<file path="config.mk">
export PLATFORM = sky130hd
export DESIGN_NAME = reg_writeback
export DESIGN_NICKNAME = d
export VERILOG_FILES = /design/src/rtl/reg_writeback.sv
export SDC_FILE = /design/constraint.sdc
export NUM_CORES = 1
export LEC_CHECK = 0
export CAP_MARGIN = 20
export CORE_MARGIN = 4
export CORE_UTILIZATION = 63
export DETAILED_ROUTE_END_ITERATION = 7
export DONT_BUFFER_PORTS = 1
export GPL_TIMING_DRIVEN = 0
export PLACE_DENSITY = 0.75
export SYNTH_ARGS = -nofsm -noshare
export SYNTH_HDL_FRONTEND = slang
export SYNTH_SLANG_ARGS = --single-unit
</file>
<file path="constraint.sdc">
create_clock -name clk -period 2.8 [get_ports clk]
set_input_delay 0.28 -clock clk [delete_from_list [all_inputs] [get_ports clk]]
set_output_delay 0.28 -clock clk [all_outputs]
set_load 0.005 [all_outputs]
</file>
<file path="src/rtl/reg_writeback.sv">
// Register-file write-port initiator: merges ALU results and FIFO-buffered load
// results onto one write port and keeps the pending-load scoreboard for decode.
module reg_writeback #(
  parameter int DEPTH = 4,
  parameter int XLEN  = 32
) (
  input  logic                     clk,
  input  logic                     reset,
  input  logic                     alu_valid,
  output logic                     alu_ready,
  input  logic [4:0]               alu_rd,
  input  logic [XLEN-1:0]          alu_data,
  input  logic                     ld_valid,
  output logic                     ld_ready,
  input  logic [4:0]               ld_rd,
  input  logic [XLEN-1:0]          ld_data,
  input  logic                     ld_issue,
  input  logic [4:0]               ld_issue_rd,
  output logic [4:0]               wa,
  output logic [XLEN-1:0]          wda,
  output logic                     reg_wr,
  output logic [31:0]              pending,
  output logic [$clog2(DEPTH):0]   ld_count
);
  localparam int AW = $clog2(DEPTH);
  localparam logic [AW:0] FULL_CNT = (AW+1)'(DEPTH);

  // Handshakes: a transfer happens when valid and ready are high in the same
  // cycle; ready depends only on registered occupancy (and reset), never on valid.

  logic [4:0]      fifo_rd   [DEPTH];
  logic [XLEN-1:0] fifo_data [DEPTH];
  logic [AW-1:0]   wr_ptr, rd_ptr;

  logic            full, empty;
  logic            alu_fire, ld_fire, deq;
  logic            grant;
  logic [4:0]      grant_rd;
  logic [XLEN-1:0] grant_data;
  logic [31:0]     pending_next;

  assign full  = (ld_count == FULL_CNT);
  assign empty = (ld_count == '0);

  // Ready is forced high during reset, but reset also blocks every transfer.
  assign alu_ready = reset | ~full;
  assign ld_ready  = reset | ~full;

  assign alu_fire = alu_valid & alu_ready & ~reset;
  assign ld_fire  = ld_valid & ld_ready & ~reset;
  assign deq      = ~reset & ~alu_fire & ~empty;

  always_comb begin
    grant      = 1'b0;
    grant_rd   = '0;
    grant_data = '0;
    if (alu_fire) begin
      grant      = 1'b1;
      grant_rd   = alu_rd;
      grant_data = alu_data;
    end else if (deq) begin
      grant      = 1'b1;
      grant_rd   = fifo_rd[rd_ptr];
      grant_data = fifo_data[rd_ptr];
    end
  end

  // Clear first so a same-cycle issue to the same register wins.
  always_comb begin
    pending_next = pending;
    if (deq && fifo_rd[rd_ptr] != 5'd0)
      pending_next[fifo_rd[rd_ptr]] = 1'b0;
    if (ld_issue && ld_issue_rd != 5'd0)
      pending_next[ld_issue_rd] = 1'b1;
    pending_next[0] = 1'b0;
  end

  always_ff @(posedge clk) begin
    if (ld_fire) begin
      fifo_rd[wr_ptr]   <= ld_rd;
      fifo_data[wr_ptr] <= ld_data;
    end
  end

  always_ff @(posedge clk) begin
    if (reset) begin
      wr_ptr   <= '0;
      rd_ptr   <= '0;
      ld_count <= '0;
      pending  <= '0;
      reg_wr   <= 1'b0;
      wa       <= '0;
      wda      <= '0;
    end else begin
      if (ld_fire) wr_ptr <= wr_ptr + AW'(1);
      if (deq)     rd_ptr <= rd_ptr + AW'(1);
      case ({ld_fire, deq})
        2'b10:   ld_count <= ld_count + (AW+1)'(1);
        2'b01:   ld_count <= ld_count - (AW+1)'(1);
        default: ld_count <= ld_count;
      endcase
      pending <= pending_next;
      reg_wr  <= grant && (grant_rd != 5'd0);
      if (grant) begin
        wa  <= grant_rd;
        wda <= grant_data;
      end
    end
  end

endmodule

</file>
==> impl_summary.md <==
Run status
The flow ran to the end, and the final reports show no timing, DRC or antenna violations.

Place
The instance area after placement is 9180 um2. Once detailed placement completed, the half-perimeter wirelength came to 12.9 mm. Input and output buffers added on the ports amount to 0. The congestion estimate from routability-driven global placement came to 0.839.

Clocking
The maximum buffer depth of the clock tree is 3. Post-CTS timing repair inserted 0 buffers for setup. At the later pin of the worst-skew pair, clock insertion delay measures 0.50 ns. The number of clock buffers added by TritonCTS is 23.

In this run the number of H-tree levels came out at 1. The number of resized instances in the post-cts repair step is 0. TritonCTS built the clock tree.

CTS placed an instance of clkbuf_16 at the clock tree root. The tree built by TritonCTS fans out to 226 sinks. After clock tree synthesis, the clock-pin slew on the worst setup and hold paths is 0.06 ns.

Job
Max-cap violations in this run came to 0.

GRT
The final global-route overflow total is 0. The first global-routing pass estimated 31.7 mm of wire. The via count of the first global-routing pass was 5844.

For this run, the total global-route usage over all layers was measured as 0.252. The number of antenna violations at the first check in global routing was 0. The maximum number of pins on one net before global-route repair is 23.

Critical path
The worst stage delay on the critical path is 0.40 ns. The required arrival time at the worst endpoint is 3.21 ns. For this design, the slowest cell found on the critical path is dfxtp_1. The worst register-to-register path begins at ld_count[0]$_SDFFE_PP0P_.

The largest fanout of any net on the critical path is 7. The arrival time of the worst setup path is 3.00 ns. For flop-to-flop paths, the worst setup slack is 0.21 ns.

The worst setup path is of the flop to flop kind. The endpoint identified for the worst register-to-register timing path is ld_count[2]$_SDFFE_PP0P_. STA classifies the critical path startpoint as a flop.

Walking the worst path, the cells encountered are o21ai_0 -> nand2_1 -> nor2_1 -> ha_1 -> inv_1 -> fa_1 -> xor2_1 -> or3_1 -> a21oi_1. The depth of the worst register-to-register path is 9. The sort of element at the end of the critical path is a flop.

Logic synthesis
The register bit count reported by yosys is 226. The cell area that synthesis handed to floorplanning was 8870 um2. The proportion of register bits with asynchronous set or reset after synthesis is 0. The post-synthesis sequential area ratio is 0.677.

Each instance of the synthesized netlist takes up on average 15.1 um2. Of all cell types, the one taking the most synthesized area is edfxtp_1. The Yosys step of the flow raised 0 warnings.

The post-synthesis instance total is 589. The most used flip-flop cell after synthesis is edfxtp_1. The number of library cell types mapped by synthesis is 49. The share of synthesized area in the top cell type comes to 0.501. The number of nets in the synthesized netlist is 679. After synthesis, the cell types taking the most area are edfxtp_1 (50%), dfxtp_1 (18%), mux4_2 (9.4%). Yosys mapped a number of flops with a built-in enable equal to 148.

Min path
The end of the worst hold path is wda[5]$_SDFFE_PP0P_. The path class of the tightest hold or removal check is input pin to flop. The worst min-delay path startpoint is alu_data[5].

The worst hold path passes through 2 cells.

Timing
The largest clock skew in the final design is 0.00949 ns. The post-route fraction of the period consumed by the critical path is 0.925. Setup repair after global routing left no endpoint under its margin. Measured against its own limit, the worst slew margin works out to 0.341. The number of pins with negative max-slew slack in the final report was 0.

The number of setup violations in the final report is 0. Counting I/O delays and the setup requirement, the final critical path takes 2.59 ns. The fmax is 386 MHz. The final hold slack is 0.0136 ns. The transition time at the pin with the least slew margin is 0.977 ns. The number of hold-slack violations in the final timing report is 0.

Final layout
Counting the fill cells in the layout gives 765. The number of diodes added for antenna fixing is 0. The layout overhead on the synthesized area is 19.5%. Leaving out fill and tap cells, the most frequent cell in the layout is edfxtp_1. With fillers left out, the area of the finished cells amounts to 10600 um2.

The share of post-route cells with drive strength above 1 is 0.165. The number of nets in the layout is 773. The library cells used most frequently in the layout, excluding fill and tap cells, are edfxtp_1 (148), dfxtp_1 (78), nor2_1 (70).

Routing
After detailed routing, the number of vias per cell comes to 6.43. The first detailed-routing pass ran for 5 iterations. The total detailed-routing wirelength is 20.3 mm. The vias after detailed routing is 5650.

After the first detailed-routing iteration, the DRC count stood at 507. The detail route stage leaves a number of antenna-violating nets equal to 0. The number of design rule violations left after detail routing is 0. Dividing the detail-routed wire length by the instance count gives 23.1 um.

Pwr
The worst-case IR drop observed on VDD is 0.603 mV. The leakage power is 3.49 nW. The post-route total power is 9.27 mW.

Power spread over the standard cell area amounts to 875 nW/um2.

Die
The initial utilization of the core area, before any placement, comes to 0.641. From bottom edge to top edge, the die measures 127 um. The floorplan step set the die width to 127 um.

The floorplan has 43 rows. The number of ports placed on the die boundary is 159. The die covers 16000 um2.

The core region is 13800 um2.
## stage by stage
| step | instances | TNS (ns) | utilization | setup WS, ns |
|---|---|---|---|---|
| final | 879 | 0 | 0.767 | 0.209 |
| after global routing | 879 | 0 | 0.767 | 0.0452 |
| after CTS | 879 | 0 | 0.767 | 0.193 |
| after detailed placement | 773 | 0 | 0.664 | 0.0860 |
| after global placement | 769 | -47.98 | 0.658 | -0.329 |
| after floorplan | 589 | 0 | - | 0.521 |
## per-layer routing
layer  share of wire  global-route usage
met5               0                   0
met4           0.017              0.0688
met3           0.094              0.0648
met2            0.50               0.433
met1            0.39               0.322
## report_power, final
| part | switching [mW] | leakage, nW | total (mW) | internal, mW |
|---|---|---|---|---|
| clock network | 1.21 | 0.382 | 3.09 | 1.88 |
| registers | 0.237 | 1.98 | 4.13 | 3.90 |
| logic | 1.20 | 1.13 | 2.05 | 0.849 |
## how the worst max path moves through the flow
stage,from,end,cells past startpoint
after floorplan,ld_count[0]$_SDFFE_PP0P_,ld_count[2]$_SDFFE_PP0P_,9
after global placement,ld_count[0]$_SDFFE_PP0P_,fifo_data[1][16]$_DFFE_PP_,4
after detailed placement,reset,ld_count[2]$_SDFFE_PP0P_,10
after CTS,ld_count[0]$_SDFFE_PP0P_,ld_count[2]$_SDFFE_PP0P_,9
after global routing,ld_count[0]$_SDFFE_PP0P_,ld_count[2]$_SDFFE_PP0P_,9
final,ld_count[0]$_SDFFE_PP0P_,ld_count[2]$_SDFFE_PP0P_,9
## cell type report
type	instances	area [um2]	share of cell area
plain buffers	41	213	0.0201
clock buffers	30	642	0.0606
clock inverters	11	126	0.0119
inverters	7	26.3	0.00248
multi-input cells	315	2630	0.248
flip-flops and latches	226	6010	0.567
well taps	180	225	0.0212
repair buffers	69	731	0.0689
## timing repair
action                                  CTS  global route
endpoints found under the hold margin   177             0
hold buffers                             65             0
endpoints found under the setup margin    0             0
## kinds of logic (layout without fill, tap and decap cells)
group	after synthesis	after routing	share of synthesized area
fa+ha+maj	6	6	0.00931
other cells	1	1	0.000423
compound gates	125	125	0.106
simple gates	141	141	0.0814
xor+xnor	5	5	0.00494
buf+inv	48	158	0.0269
flops	226	226	0.677
mux	37	37	0.0939
## flip-flops by register name, indices dropped and copies added (netlist names), named ones only
name and cells:
reg_wr 1, pending 31, ld_count 3, wa 5
wda 32, wr_ptr 2, fifo_data 128, rd_ptr 2
fifo_rd 20
## synth_stat cells, types with 2 or more instances
library cell  number
edfxtp_1         148
dfxtp_1           78
nor2_1            70
a21oi_1           39
mux4_2            37
nand2_1           25
a22oi_1           20
a311oi_1          19
a222oi_1          17
buf_2             16
clkbuf_1          16
a21boi_0          12
nor3_1             9
inv_1              7
o21ai_0            7
and2_1             5
ha_1               5
a311oi_2           4
buf_6              4
nor2b_1            4
nor3b_1            4
nand2b_1           3
or3_1              3
xor2_1             3
a211oi_1           2
a211oi_2           2
and4b_1            2
buf_1              2
buf_4              2
nand3_1            2
nand4bb_1          2
nor4b_4            2
xnor2_1            2
## worst max-delay path, delay by kind of cell (launching register included)
kind	cells	cell delay [ns]
AOI/OAI and AO/OA	2	0.52
xor gates and xnor gates	1	0.16
adders and majority gates	2	0.59
buffers and inverters	1	0.07
DFF	1	0.40
and+or+nand+nor	3	0.77
Note: power is estimated with default switching activity, not from simulation.
